File: src/rtl/rom_load_sequencer.sv
// rom_load_sequencer
//   Bridges the hps_io ioctl download stream to an arcade core's ROM-load
//   port. Download writes are buffered in a small FIFO and forwarded under a
//   valid/ready handshake. The block also accumulates a byte count and a
//   16-bit checksum, and owns the core reset. It keeps the core in reset
//   through boot and download, and releases it only after a good download
//   plus a hold interval. User reset requests restart that interval.
//
// Ports
//   clk_sys        system clock, rising edge
//   reset          asynchronous active-high reset, clears all state
//   ioctl_download download-active level from hps_io
//   ioctl_wr       one-cycle download write strobe
//   ioctl_addr     download byte address, low ADDR_W bits used
//   ioctl_dout     download byte
//   user_rst       user reset request level
//   dn_wr          write valid towards the core (FIFO not empty)
//   dn_ready       core accepts the presented write
//   dn_addr        address of the presented write
//   dn_data        data of the presented write
//   core_reset     registered reset to the core
//   load_ok        last download complete and long enough
//   load_err       last download short or overflowed (sticky until next load)
//   byte_cnt       bytes accepted in the current/last download, saturating
//   checksum       mod-2^16 sum of accepted bytes
module rom_load_sequencer #(
  parameter int          ADDR_W     = 17,
  parameter int          FIFO_DEPTH = 4,
  parameter int unsigned EXP_BYTES  = 32'h10000,
  parameter int          RST_HOLD   = 1024
) (
  input  logic              clk_sys,
  input  logic              reset,
  input  logic              ioctl_download,
  input  logic              ioctl_wr,
  input  logic [24:0]       ioctl_addr,
  input  logic [7:0]        ioctl_dout,
  input  logic              user_rst,
  output logic              dn_wr,
  input  logic              dn_ready,
  output logic [ADDR_W-1:0] dn_addr,
  output logic [7:0]        dn_data,
  output logic              core_reset,
  output logic              load_ok,
  output logic              load_err,
  output logic [ADDR_W:0]   byte_cnt,
  output logic [15:0]       checksum
);

  localparam int PTR_W  = (FIFO_DEPTH > 1) ? $clog2(FIFO_DEPTH) : 1;
  localparam int CNT_W  = PTR_W + 1;
  localparam int HOLD_W = (RST_HOLD > 1) ? $clog2(RST_HOLD) : 1;
  localparam int ENT_W  = ADDR_W + 8;

  localparam logic [CNT_W-1:0]  CNT_FULL  = CNT_W'(FIFO_DEPTH);
  localparam logic [HOLD_W-1:0] HOLD_LAST = HOLD_W'(RST_HOLD - 1);

  localparam logic [2:0] S_BOOT  = 3'd0;
  localparam logic [2:0] S_LOAD  = 3'd1;
  localparam logic [2:0] S_DRAIN = 3'd2;
  localparam logic [2:0] S_HOLD  = 3'd3;
  localparam logic [2:0] S_RUN   = 3'd4;
  localparam logic [2:0] S_FAIL  = 3'd5;

  logic [2:0]        state_q, state_d;
  logic              dl_q;
  logic [PTR_W-1:0]  wr_q, wr_d, rd_q, rd_d;
  logic [CNT_W-1:0]  cnt_q, cnt_d;
  logic [ADDR_W:0]   byte_cnt_q, byte_cnt_d;
  logic [15:0]       checksum_q, checksum_d;
  logic              load_ok_q, load_ok_d;
  logic              load_err_q, load_err_d;
  logic [HOLD_W-1:0] hold_q, hold_d;
  logic              core_reset_q, core_reset_d;
  logic [ENT_W-1:0]  mem_q [FIFO_DEPTH];

  logic             dl_rise, empty, full, pop, push_req, push, ovf;
  logic [ENT_W-1:0] head;

  // Upper download address bits are not forwarded.
  generate
    if (ADDR_W < 25) begin : g_addr_hi
      logic unused_addr_hi;
      assign unused_addr_hi = ^ioctl_addr[24:ADDR_W];
    end
  endgenerate

  // dl_q resets to 0, so a download already active at reset release is a rise.
  assign dl_rise  = ioctl_download & ~dl_q;
  assign empty    = (cnt_q == '0);
  assign full     = (cnt_q == CNT_FULL);
  assign pop      = ~empty & dn_ready;
  // Writes are only taken while loading; DRAIN and every other state ignore them.
  assign push_req = ioctl_wr & ioctl_download & (state_q == S_LOAD);
  // A pop in the same cycle frees a slot, so a push into a full FIFO still lands.
  assign push     = push_req & (~full | pop);
  assign ovf      = push_req & full & ~pop;

  assign head    = mem_q[rd_q];
  assign dn_wr   = ~empty;
  assign dn_addr = empty ? '0 : head[ENT_W-1:8];
  assign dn_data = empty ? '0 : head[7:0];

  assign core_reset = core_reset_q;
  assign load_ok    = load_ok_q;
  assign load_err   = load_err_q;
  assign byte_cnt   = byte_cnt_q;
  assign checksum   = checksum_q;

  always_comb begin
    state_d    = state_q;
    hold_d     = hold_q;
    wr_d       = wr_q;
    rd_d       = rd_q;
    cnt_d      = cnt_q;
    byte_cnt_d = byte_cnt_q;
    checksum_d = checksum_q;
    load_ok_d  = load_ok_q;
    load_err_d = load_err_q;

    if (push) begin
      wr_d       = wr_q + PTR_W'(1);
      checksum_d = checksum_q + 16'(ioctl_dout);
      if (byte_cnt_q != '1) begin
        byte_cnt_d = byte_cnt_q + (ADDR_W + 1)'(1);
      end
    end
    if (pop) begin
      rd_d = rd_q + PTR_W'(1);
    end
    case ({push, pop})
      2'b10:   cnt_d = cnt_q + CNT_W'(1);
      2'b01:   cnt_d = cnt_q - CNT_W'(1);
      default: cnt_d = cnt_q;
    endcase
    if (ovf) begin
      load_err_d = 1'b1;
    end

    case (state_q)
      S_BOOT: begin
      end
      S_LOAD: begin
        if (!ioctl_download) begin
          state_d = S_DRAIN;
        end
      end
      S_DRAIN: begin
        // load_err can only be set by overflow at this point.
        if (empty) begin
          if ((32'(byte_cnt_q) >= EXP_BYTES) && !load_err_q) begin
            load_ok_d = 1'b1;
            hold_d    = '0;
            state_d   = S_HOLD;
          end else begin
            load_err_d = 1'b1;
            state_d    = S_FAIL;
          end
        end
      end
      S_HOLD: begin
        if (user_rst) begin
          hold_d = '0;
        end else if (hold_q == HOLD_LAST) begin
          state_d = S_RUN;
        end else begin
          hold_d = hold_q + HOLD_W'(1);
        end
      end
      S_RUN: begin
        if (user_rst) begin
          hold_d  = '0;
          state_d = S_HOLD;
        end
      end
      S_FAIL: begin
      end
      default: begin
        state_d = S_BOOT;
      end
    endcase

    // A new download wins over everything: flush the FIFO and restart stats.
    if (dl_rise) begin
      state_d    = S_LOAD;
      hold_d     = '0;
      wr_d       = '0;
      rd_d       = '0;
      cnt_d      = '0;
      byte_cnt_d = '0;
      checksum_d = '0;
      load_ok_d  = 1'b0;
      load_err_d = 1'b0;
    end
  end

  // Registered from the next state so it drops exactly as RUN is entered.
  assign core_reset_d = (state_d != S_RUN);

  always_ff @(posedge clk_sys or posedge reset) begin
    if (reset) begin
      state_q      <= S_BOOT;
      dl_q         <= 1'b0;
      wr_q         <= '0;
      rd_q         <= '0;
      cnt_q        <= '0;
      byte_cnt_q   <= '0;
      checksum_q   <= '0;
      load_ok_q    <= 1'b0;
      load_err_q   <= 1'b0;
      hold_q       <= '0;
      core_reset_q <= 1'b1;
    end else begin
      state_q      <= state_d;
      dl_q         <= ioctl_download;
      wr_q         <= wr_d;
      rd_q         <= rd_d;
      cnt_q        <= cnt_d;
      byte_cnt_q   <= byte_cnt_d;
      checksum_q   <= checksum_d;
      load_ok_q    <= load_ok_d;
      load_err_q   <= load_err_d;
      hold_q       <= hold_d;
      core_reset_q <= core_reset_d;
    end
  end

  // Storage only; outputs are masked while empty so no reset is needed here.
  always_ff @(posedge clk_sys) begin
    if (push) begin
      mem_q[wr_q] <= {ioctl_addr[ADDR_W-1:0], ioctl_dout};
    end
  end

endmodule
File: config.mk
export PLATFORM = sky130hd
export DESIGN_NAME = rom_load_sequencer
export DESIGN_NICKNAME = d
export VERILOG_FILES = /design/src/rtl/rom_load_sequencer.sv
export SDC_FILE = /design/constraint.sdc
export NUM_CORES = 1
export LEC_CHECK = 0
export CAP_MARGIN = 40
export CORE_ASPECT_RATIO = 1.75
export CORE_MARGIN = 2
export CORE_UTILIZATION = 59
export DETAILED_ROUTE_END_ITERATION = 10
export GPL_ROUTABILITY_DRIVEN = 0
export PLACE_DENSITY = 0.95
export SLEW_MARGIN = 10
export SYNTH_ARGS = -nofsm -noshare
export SYNTH_HDL_FRONTEND = slang
export SYNTH_SLANG_ARGS = --single-unit
export TNS_END_PERCENT = 5
File: constraint.sdc
create_clock -name clk_sys -period 5.72 [get_ports clk_sys]
set_clock_uncertainty 0.1 [all_clocks]
set_input_delay 0.858 -clock clk_sys [delete_from_list [all_inputs] [get_ports clk_sys]]
set_output_delay 0.858 -clock clk_sys [all_outputs]
set_load 0.03 [all_outputs]
-- Word-level counts from Yosys, hierarchy flattened
Memory sizes are Yosys's and may differ from the RTL's.
Index checks and enable logic that the tools add are counted.
- bits in registers: 58
- memories: 1
- bits in writable memories: 100
- output and inout port bits: 63
- input bits: 39
- logic and storage cells: 102
- equality and inequality tests: 15
- add/subtract/negate cells: 7
- reductions and logical operators: 16
- muxes and demuxes: 39
- bitwise operators: 12
- order comparisons: 1
- memory list (name ; words ; bits a word ; read ports ; clocked after Yosys merged registers in ; write ports ; line ; source):
    mem_q ; 4 ; 25 ; 1 ; 0 ; 1 ; 75 ; logic [ENT_W-1:0] mem_q [FIFO_DEPTH];
- operators with widths (cell ; number):
    $mux W10 ; 6
    $mux W18 ; 3
    $mux W16 ; 2
    $pmux W10 S3 ; 1
    $mux W3 ; 8
    $add A18 B1 Y18 const B ; 1
    $ge A18 B17 Y1 const B ; 1
    $ne A18 B18 Y1 const B ; 1
    $mux W17 ; 1
    $add A16 B8 Y16 ; 1
    $pmux W3 S5 ; 1
    $ne A3 B3 Y1 const B ; 4
    $reduce_bool A2 Y1 ; 6
    $mux W1 ; 11
    $add A10 B1 Y10 const B ; 1
    $eq A10 B10 Y1 const B ; 1
    $eq A3 B3 Y1 const B ; 3
    $mux W2 ; 4
    $mux W8 ; 1
    $and A1 B1 Y1 ; 7
    $eq A3 B2 Y1 const B ; 2
    $logic_not A3 Y1 ; 2
    $pmux W3 S2 ; 1
    $reduce_and A5 Y1 ; 1
    16 further kinds ; 20

-- Longest topological paths before layout
Gate-level depths: netlist (run 1).
- depth in word-level cells: 10
- depth in mapped cells: 8
- mapped depth without buffers: 7

-- Worst setup path after synthesis (run 1)
Ideal clock, no wire load.
- path kind: reg2out
- start point: register rd_q[0]
- end point: output port dn_addr[10]
- arrival time: 1874 ps
- buffers on the path: 2
- data required time: 4762 ps
- cell stages (with the launch flop): 5
- path slack: 2888 ps
- cells stage by stage: dfrtp_1 -> clkbuf_1 -> buf_2 -> mux4_2 -> and2_1
- word-level cells in the longest chain between the ends: 2
- RTL lines (element ; line ; source):
    start: declaration ; 67 ; logic [PTR_W-1:0] wr_q, wr_d, rd_q, rd_d;
    start signal: assignment ; 217 ; rd_q <= rd_d;
    $mem_v2 Z4 W25 ; -- ;
    $mux W17 ; 101 ; assign dn_addr = empty ? '0 : head[ENT_W-1:8];
    end: declaration ; 41 ; output logic [ADDR_W-1:0] dn_addr,
No other way between the ends.

-- Worst setup path in the final report (run 1)
- start point: register rd_q[0]
- end point: output port dn_data[7]
- word-level cells in the longest chain between the ends: 2
- RTL lines (element ; line ; source):
    $mem_v2 Z4 W25 ; -- ;
    $mux W8 ; 102 ; assign dn_data = empty ? '0 : head[7:0];
    end: declaration ; 42 ; output logic [7:0] dn_data,
No other way between the ends.

==> results of run 1 <==
==> how the worst min path moves through the flow <==
stage,startpoint,slack [ns],depth (start not counted),endpoint
5_1_grt,load_ok,0.44,2,load_ok
4_1_cts,load_ok,0.42,2,load_ok
3_3_place_gp,load_ok,0.39,2,load_ok
2_1_floorplan,hold_q[1],0.39,1,hold_q[1]
6_report,load_ok,0.42,2,load_ok
3_5_place_dp,load_ok,0.40,2,load_ok
==> worst reg2reg max path: cells and delay by family (launching register included) <==
family           cells  cell delay, ns
flip-flops           1            0.44
AO/OA/AOI/OAI        2            0.45
AND/OR/NAND/NOR      3            1.68
==> Yosys cell counts (all sizes together) (2+ instances only) <==
cell type    n
nand4b       3
nand2b       8
a21oi       32
and4         4
nor4b        2
nand2       37
nor2b        2
a31oi        4
xor2        11
o21ai       19
buf          5
and2        31
xnor2       10
fa           2
clkbuf      17
nand3b       2
dfrtp       57
or4          5
o31ai       11
a31o         2
a211oi      10
nand3       14
ha          14
mux2i        3
edfxtp     100
a211o        3
or3          3
mux4        25
o211ai       5
nor3        11
nor4         5
and3         4
o221ai       2
nor2        37
o21bai       2
inv          7
nand4        6
a21o         6
==> flip-flops by register name, indices dropped and copies added, names as in the netlist <==
register and count:
byte_cnt 18, dl_q 1, mem_q 100, load_ok 1, core_reset 1, rd_q 2
checksum 16, load_err 1, cnt_q 3, wr_q 2, hold_q 10, state_q 3
==> cells in the final DEF (no fill, tap or decap), types with 6 or more instances in the layout <==
cell             count
a21o_1               6
xnor2_1             10
inv_6                6
o21ai_0             19
nand2_1             37
a211oi_1            10
clkdlybuf4s50_1     93
and2_1              31
buf_4                7
nand3_1             14
nor2_1              37
xor2_1              11
nand4_1              6
inv_1                6
o31ai_1             11
clkbuf_16           17
mux4_2              25
nor3_1              10
nand2b_1             8
edfxtp_1           100
a21oi_1             32
dfrtp_1             56
ha_1                14
==> layout make-up <==
type | instances | area, um^2 | area share [%]
timing repair buffer | 103 | 1046 | 11.68
sequential | 158 | 4457 | 49.78
tap | 137 | 171.4 | 1.914
clock buffer | 18 | 429.2 | 4.793
inverter | 7 | 26.28 | 0.2935
multi-input combinational | 348 | 2631 | 29.39
clock inverter | 14 | 192.7 | 2.152
==> per-layer routing <==
layer	part of all wire (%)	routed length, um	track usage, %	up-vias
met5	0	0	0	-
met3	5.9	957	5.921	58
met2	55	8919	45.68	218
met1	37	5974	30.50	2572
li1	-	-	-	2244
met4	2.7	440	9.769	0
==> per-stage QoR <==
stage                     setup slack, ns  utilization, %  power (W)  std cells  hold slack (ns)
after floorplan                     2.888               -   0.002330        535           0.3921
after global placement              2.237           69.28   0.002740        750           0.3920
after detailed placement            2.150           69.68   0.002817        752           0.3959
after CTS                           2.098           74.88   0.004023        784           0.4246
after global routing                2.032           75.01   0.004185        785           0.4415
final                               2.158           75.01   0.004009        785           0.4242
==> power by group through the flow <==
stage	clock network [W]	registers [W]	logic, W
floorplan	0	0.00146	0.000874
global placement	0	0.00149	0.00125
detailed placement	0	0.00146	0.00136
CTS	0.00120	0.00144	0.00138
global route	0.00126	0.00146	0.00147
finish	0.00119	0.00144	0.00137
==> cell families after synthesis <==
kind of cell	after synthesis	synth area share, %
XOR/XNOR	21	2.553
AO/OA/AOI/OAI	106	9.569
buffers and inverters	29	1.667
adder cells (fa/ha/maj)	16	2.987
flip-flops	158	61.84
AND/OR/NAND/NOR	177	13.15
multiplexers	28	8.232
==> results_dict.tcl, run 1 <==
set metrics [dict create \
    status "finished clean" \
    path_depth 4 \
    cts_setup_buffers 0 \
    critPathTopFamily "buffers and inverters" \
    synthArstFlopShare_pct 36.71 \
    reg2reg_depth 5 \
    vias 5092 \
    vdd.ir_drop.worst_mv 0.2805 \
    crit_path_end "dn_data[7]" \
    critPathArrivalTime_ns 2.60 \
    antenna_left 0 \
    clock_latency_ns 0.42 \
    ctsHoldBuffers 0 \
    cpMaxStageDelayCell "dfrtp_2" \
    max_slew.worst_pin.slew_ns 0.9041 \
    die_h_um 150.2 \
    syn_to_final_growth_pct 24.28 \
    grt_max_degree 59 \
    grtUsageTotal_pct 25.97 \
    hold_path_class "reg2reg" \
    syn_area_um2 7204 \
    switchingPower_w 0.001372 \
    cts_buffers 17 \
    drtPass1Iterations 5 \
    synthFlopType "edfxtp_1" \
    synthCells 535 \
    yosysTopAreaCellShare_pct 41.68 \
    ctsHtreeMaxLevel 4 \
    seq_area_frac_synth_pct 61.84 \
    p_leak_nw 3.276 \
    die_area_um2 13150 \
    clockRootBuffer "clkbuf_16" \
    nets 690 \
    fill_cells 710 \
    path_class "reg2out" \
    core_um2 11940 \
    clkPwrFrac_pct 29.8 \
    pin_count 102 \
    switching_share_pct 34.22 \
    cp.required_ns 4.76 \
    fin_area_um2 8954 \
    yosysWarnings 0 \
    p_int_w 0.002637 \
    antenna_found_initial 0 \
    cts.clk_slew.worst_paths_ns 0.06 \
    relSlewSlack_pct 38.88 \
    ctsResizeCount 0 \
    cts_tree "done" \
    r2r_slack_ns 2.92 \
    slew_violations 0 \
    yosys.area.top_type "edfxtp_1" \
    fin_crit_sh_pct 62.27 \
    max_freq_mhz 280.8 \
    combPwrFrac_pct 34.2 \
    wl_per_cell_um 20.75 \
    clock_sinks 158 \
    die_w_um 87.53 \
    grt-ovfl-total 0 \
    hold_violations 0 \
    yosysUniqueCellTypes 56 \
    rsz0062_at_grt "no" \
    p_seq_share_pct 36.0 \
    grt_first_pass_wirelength_um 26240 \
    synth.avg_cell_area_um2 13.47 \
    grt_pass1_vias 5278 \
    start_util_pct 60.36 \
    cp_slowest_stage_delay_ns 0.64 \
    fin_crit_ns 3.562 \
    path_buf_inv 2 \
    synth_area_leaders "edfxtp_1 (42%), dfrtp_1 (20%), mux4_2 (7.8%)" \
    avgViaCountPerCell 6.487 \
    route.detailed.drc 0 \
    synth_fp_nets 590 \
    setup_violations 0 \
    numPortBuffers 93 \
    ys_ff_latch 158 \
    cp-start-kind "register" \
    synth_edf_count 100 \
    drv_cap 0 \
    num_rows 53 \
    crit_path_start "rd_q[0]" \
    cp-end-kind "output port" \
    diodes 0 \
    path_max_fanout 16 \
    dp_hpwl_um 10460 \
    dpl_cell_area_um2 8317 \
    cp_cell_sequence "buf_12 -> mux4_2 -> and2_1 -> clkdlybuf4s50_1" \
    drive_gt1_share_pct 11.88 \
    drtIter0Drc 388 \
    power.density_nw_per_um2 447.8 \
    final.setup.tns_ns 0 \
    finalWirelength_um 16290 \
    cts_buffer_depth 2 \
    reg2reg_from "cnt_q[0]" \
    rr_endpoint "byte_cnt[17]" \
]
(Power assumes the default switching activity.)
==> run 2, diff against run 1 <==
--- a/config.mk
+++ b/config.mk
@@ -8,10 +8,10 @@
 export CAP_MARGIN = 40
 export CORE_ASPECT_RATIO = 1.75
 export CORE_MARGIN = 2
-export CORE_UTILIZATION = 59
+export CORE_UTILIZATION = 55
 export DETAILED_ROUTE_END_ITERATION = 10
 export GPL_ROUTABILITY_DRIVEN = 0
-export PLACE_DENSITY = 0.95
+export PLACE_DENSITY = 0.91
 export SLEW_MARGIN = 10
 export SYNTH_ARGS = -nofsm -noshare
 export SYNTH_HDL_FRONTEND = slang
==> constraint.sdc (replaced) <==
create_clock -name clk_sys -period 3.7 [get_ports clk_sys]
set_clock_uncertainty 0.1 [all_clocks]
set_input_delay 0.555 -clock clk_sys [delete_from_list [all_inputs] [get_ports clk_sys]]
set_output_delay 0.555 -clock clk_sys [all_outputs]
set_load 0.03 [all_outputs]
==> run 2 against run 1 <==
- combinational power up 55%
- non-clock buffer count increased by 2
- register-to-register slack got worse by 1.8 ns
- design area is essentially flat
- critical endpoint is now dn_addr[12]
- critical path type unchanged
- worst setup slack got worse by 1.7 ns
==> results_dict.tcl, run 2 (same netlist as run 1, synthesis figures left out) <==
set metrics [dict create \
    cp-start-kind "register" \
    ctsHoldBuffers 0 \
    slew_violations 0 \
    hold_violations 0 \
    finalWirelength_um 15450 \
    nets 692 \
    clock_latency_ns 0.41 \
    route.detailed.drc 0 \
    largest-register "mem_q" \
    cts_buffer_depth 2 \
    cpMaxStageDelayCell "dfrtp_2" \
    cts_buffers 17 \
    fin_crit_ns 3.244 \
    power.density_nw_per_um2 677.5 \
    final_cells 821 \
    antenna_found_initial 0 \
    mostFrequentLayoutCell "edfxtp_1" \
    path_max_fanout 16 \
    drv_cap 0 \
    avgViaCountPerCell 5.998 \
    wl_per_cell_um 18.82 \
    die_h_um 155.4 \
    cts_tree "done" \
    fill_cells 815 \
    cts_setup_buffers 0 \
    drtIter0Drc 393 \
    grtUsageTotal_pct 23.08 \
    grt_first_pass_wirelength_um 25610 \
    num_rows 55 \
    drive_gt1_share_pct 12.31 \
    reg2reg_depth 7 \
    status "finished clean" \
    vias 4924 \
    cp-end-kind "output port" \
    mostFrequentLayoutCells "edfxtp_1 (100), clkdlybuf4s50_1 (93), dfrtp_1 (56)" \
    cp.required_ns 3.04 \
    clock_sinks 158 \
    antenna_left 0 \
    pre_cts_slack_ns 0.4819 \
    clockRootBuffer "clkbuf_16" \
    numPortBuffers 93 \
    die_area_um2 14070 \
    largest_register_ffs 100 \
    grt_pass1_vias 5220 \
    critPathArrivalTime_ns 2.59 \
    rsz0062_at_grt "no" \
    setup_violations 0 \
    ctsResizeCount 0 \
    grt_max_degree 36 \
    die_w_um 90.52 \
    syn_to_final_growth_pct 24.35 \
    pin_count 102 \
    drtPass1Iterations 5 \
    finish.utilization_pct 69.62 \
    setup_ws_ns 0.4557 \
    dp_cells 789 \
    ctsHtreeMaxLevel 4 \
    path_class "reg2out" \
    grt-ovfl-total 0 \
    start_util_pct 55.98 \
    max_slew.worst_pin.slew_ns 0.8243 \
    relSlewSlack_pct 44.28 \
    core_um2 12870 \
    hold_path_class "in2async" \
    diodes 0 \
    cts.clk_slew.worst_paths_ns 0.06 \
    cp_cell_sequence "buf_12 -> mux4_2 -> and2_1 -> clkdlybuf4s50_1" \
    final.setup.tns_ns 0 \
    cp_slowest_stage_delay_ns 0.64 \
    dp_hpwl_um 10600 \
    fin_crit_sh_pct 87.68 \
    max_freq_mhz 308.2 \
    vdd.ir_drop.worst_mv 0.4210 \
    p_leak_nw 3.271 \
]
-- run 2: changes by cell type in the layout (fill, tap and decap cells not counted), sizes merged --
cell	change
clkinv	+5
buf	+2
inv	-2
bufinv	-1
clkbuf	-1
clkinvlp	-1
-- run 2: power breakdown --
| part | internal (W) | leakage, nW | switching, W |
|---|---|---|---|
| clock network | 0.00101 | 0.297 | 0.000721 |
| logic | 0.000941 | 1.29 | 0.00118 |
| registers | 0.00204 | 1.69 | 0.000178 |
-- run 2: per-stage QoR --
step                      cell area (um^2)  total power, W  hold WS, ns
final                                 8959        0.006069       0.3762
after global routing                  8959        0.006338       0.4182
after CTS                             8959        0.006110       0.3811
after detailed placement              8362        0.004363       0.4143
after global placement                8362        0.004270       0.3943
after floorplan                       7204        0.003603       0.3921
-- run 2: worst paths after layout --
check                       startpoint           to  slack (ns)
min reg2reg                    load_ok      load_ok        0.43
max reg2reg                checksum[0]  checksum[8]        1.11
min in group clk_sys           load_ok      load_ok        0.43
max                            rd_q[0]  dn_addr[12]        0.46
min                              reset  byte_cnt[5]        0.38
max in group asynchronous        reset   core_reset        2.26
-- run 2: layout make-up --
cell class | instances | area [um^2] | area share, %
clock buffers | 17 | 425.4 | 4.749
well taps | 171 | 214.0 | 2.388
multi-input cells | 348 | 2631 | 29.37
clock inverters | 15 | 171.4 | 1.913
inverters | 7 | 26.28 | 0.2933
flip-flops and latches | 158 | 4457 | 49.75
repair buffers | 105 | 1033 | 11.54
-- run 2: per-layer routing --
layer / part of all wire (%) / global-route usage, %
met1: 38 / 25.37
met2: 55 / 42.86
met3: 4.7 / 4.600
met4: 2.2 / 9.963
met5: 0 / 0
-- run 2: worst max-delay path: cells and delay by family (launching register included) --
family        cells  cell delay, ns
buf+inv           2            0.83
mux               1            0.52
flops             1            0.64
simple gates      1            0.18
==> run 3, diff against run 2 <==
--- a/config.mk
+++ b/config.mk
@@ -5,6 +5,7 @@
 export SDC_FILE = /design/constraint.sdc
 export NUM_CORES = 1
 export LEC_CHECK = 0
+export ABC_CLOCK_PERIOD_IN_PS = 3700
 export CAP_MARGIN = 40
 export CORE_ASPECT_RATIO = 1.75
 export CORE_MARGIN = 2
==> results of run 3 <==
Same layout as run 2: the final DEF is identical, and so are final timing and power.
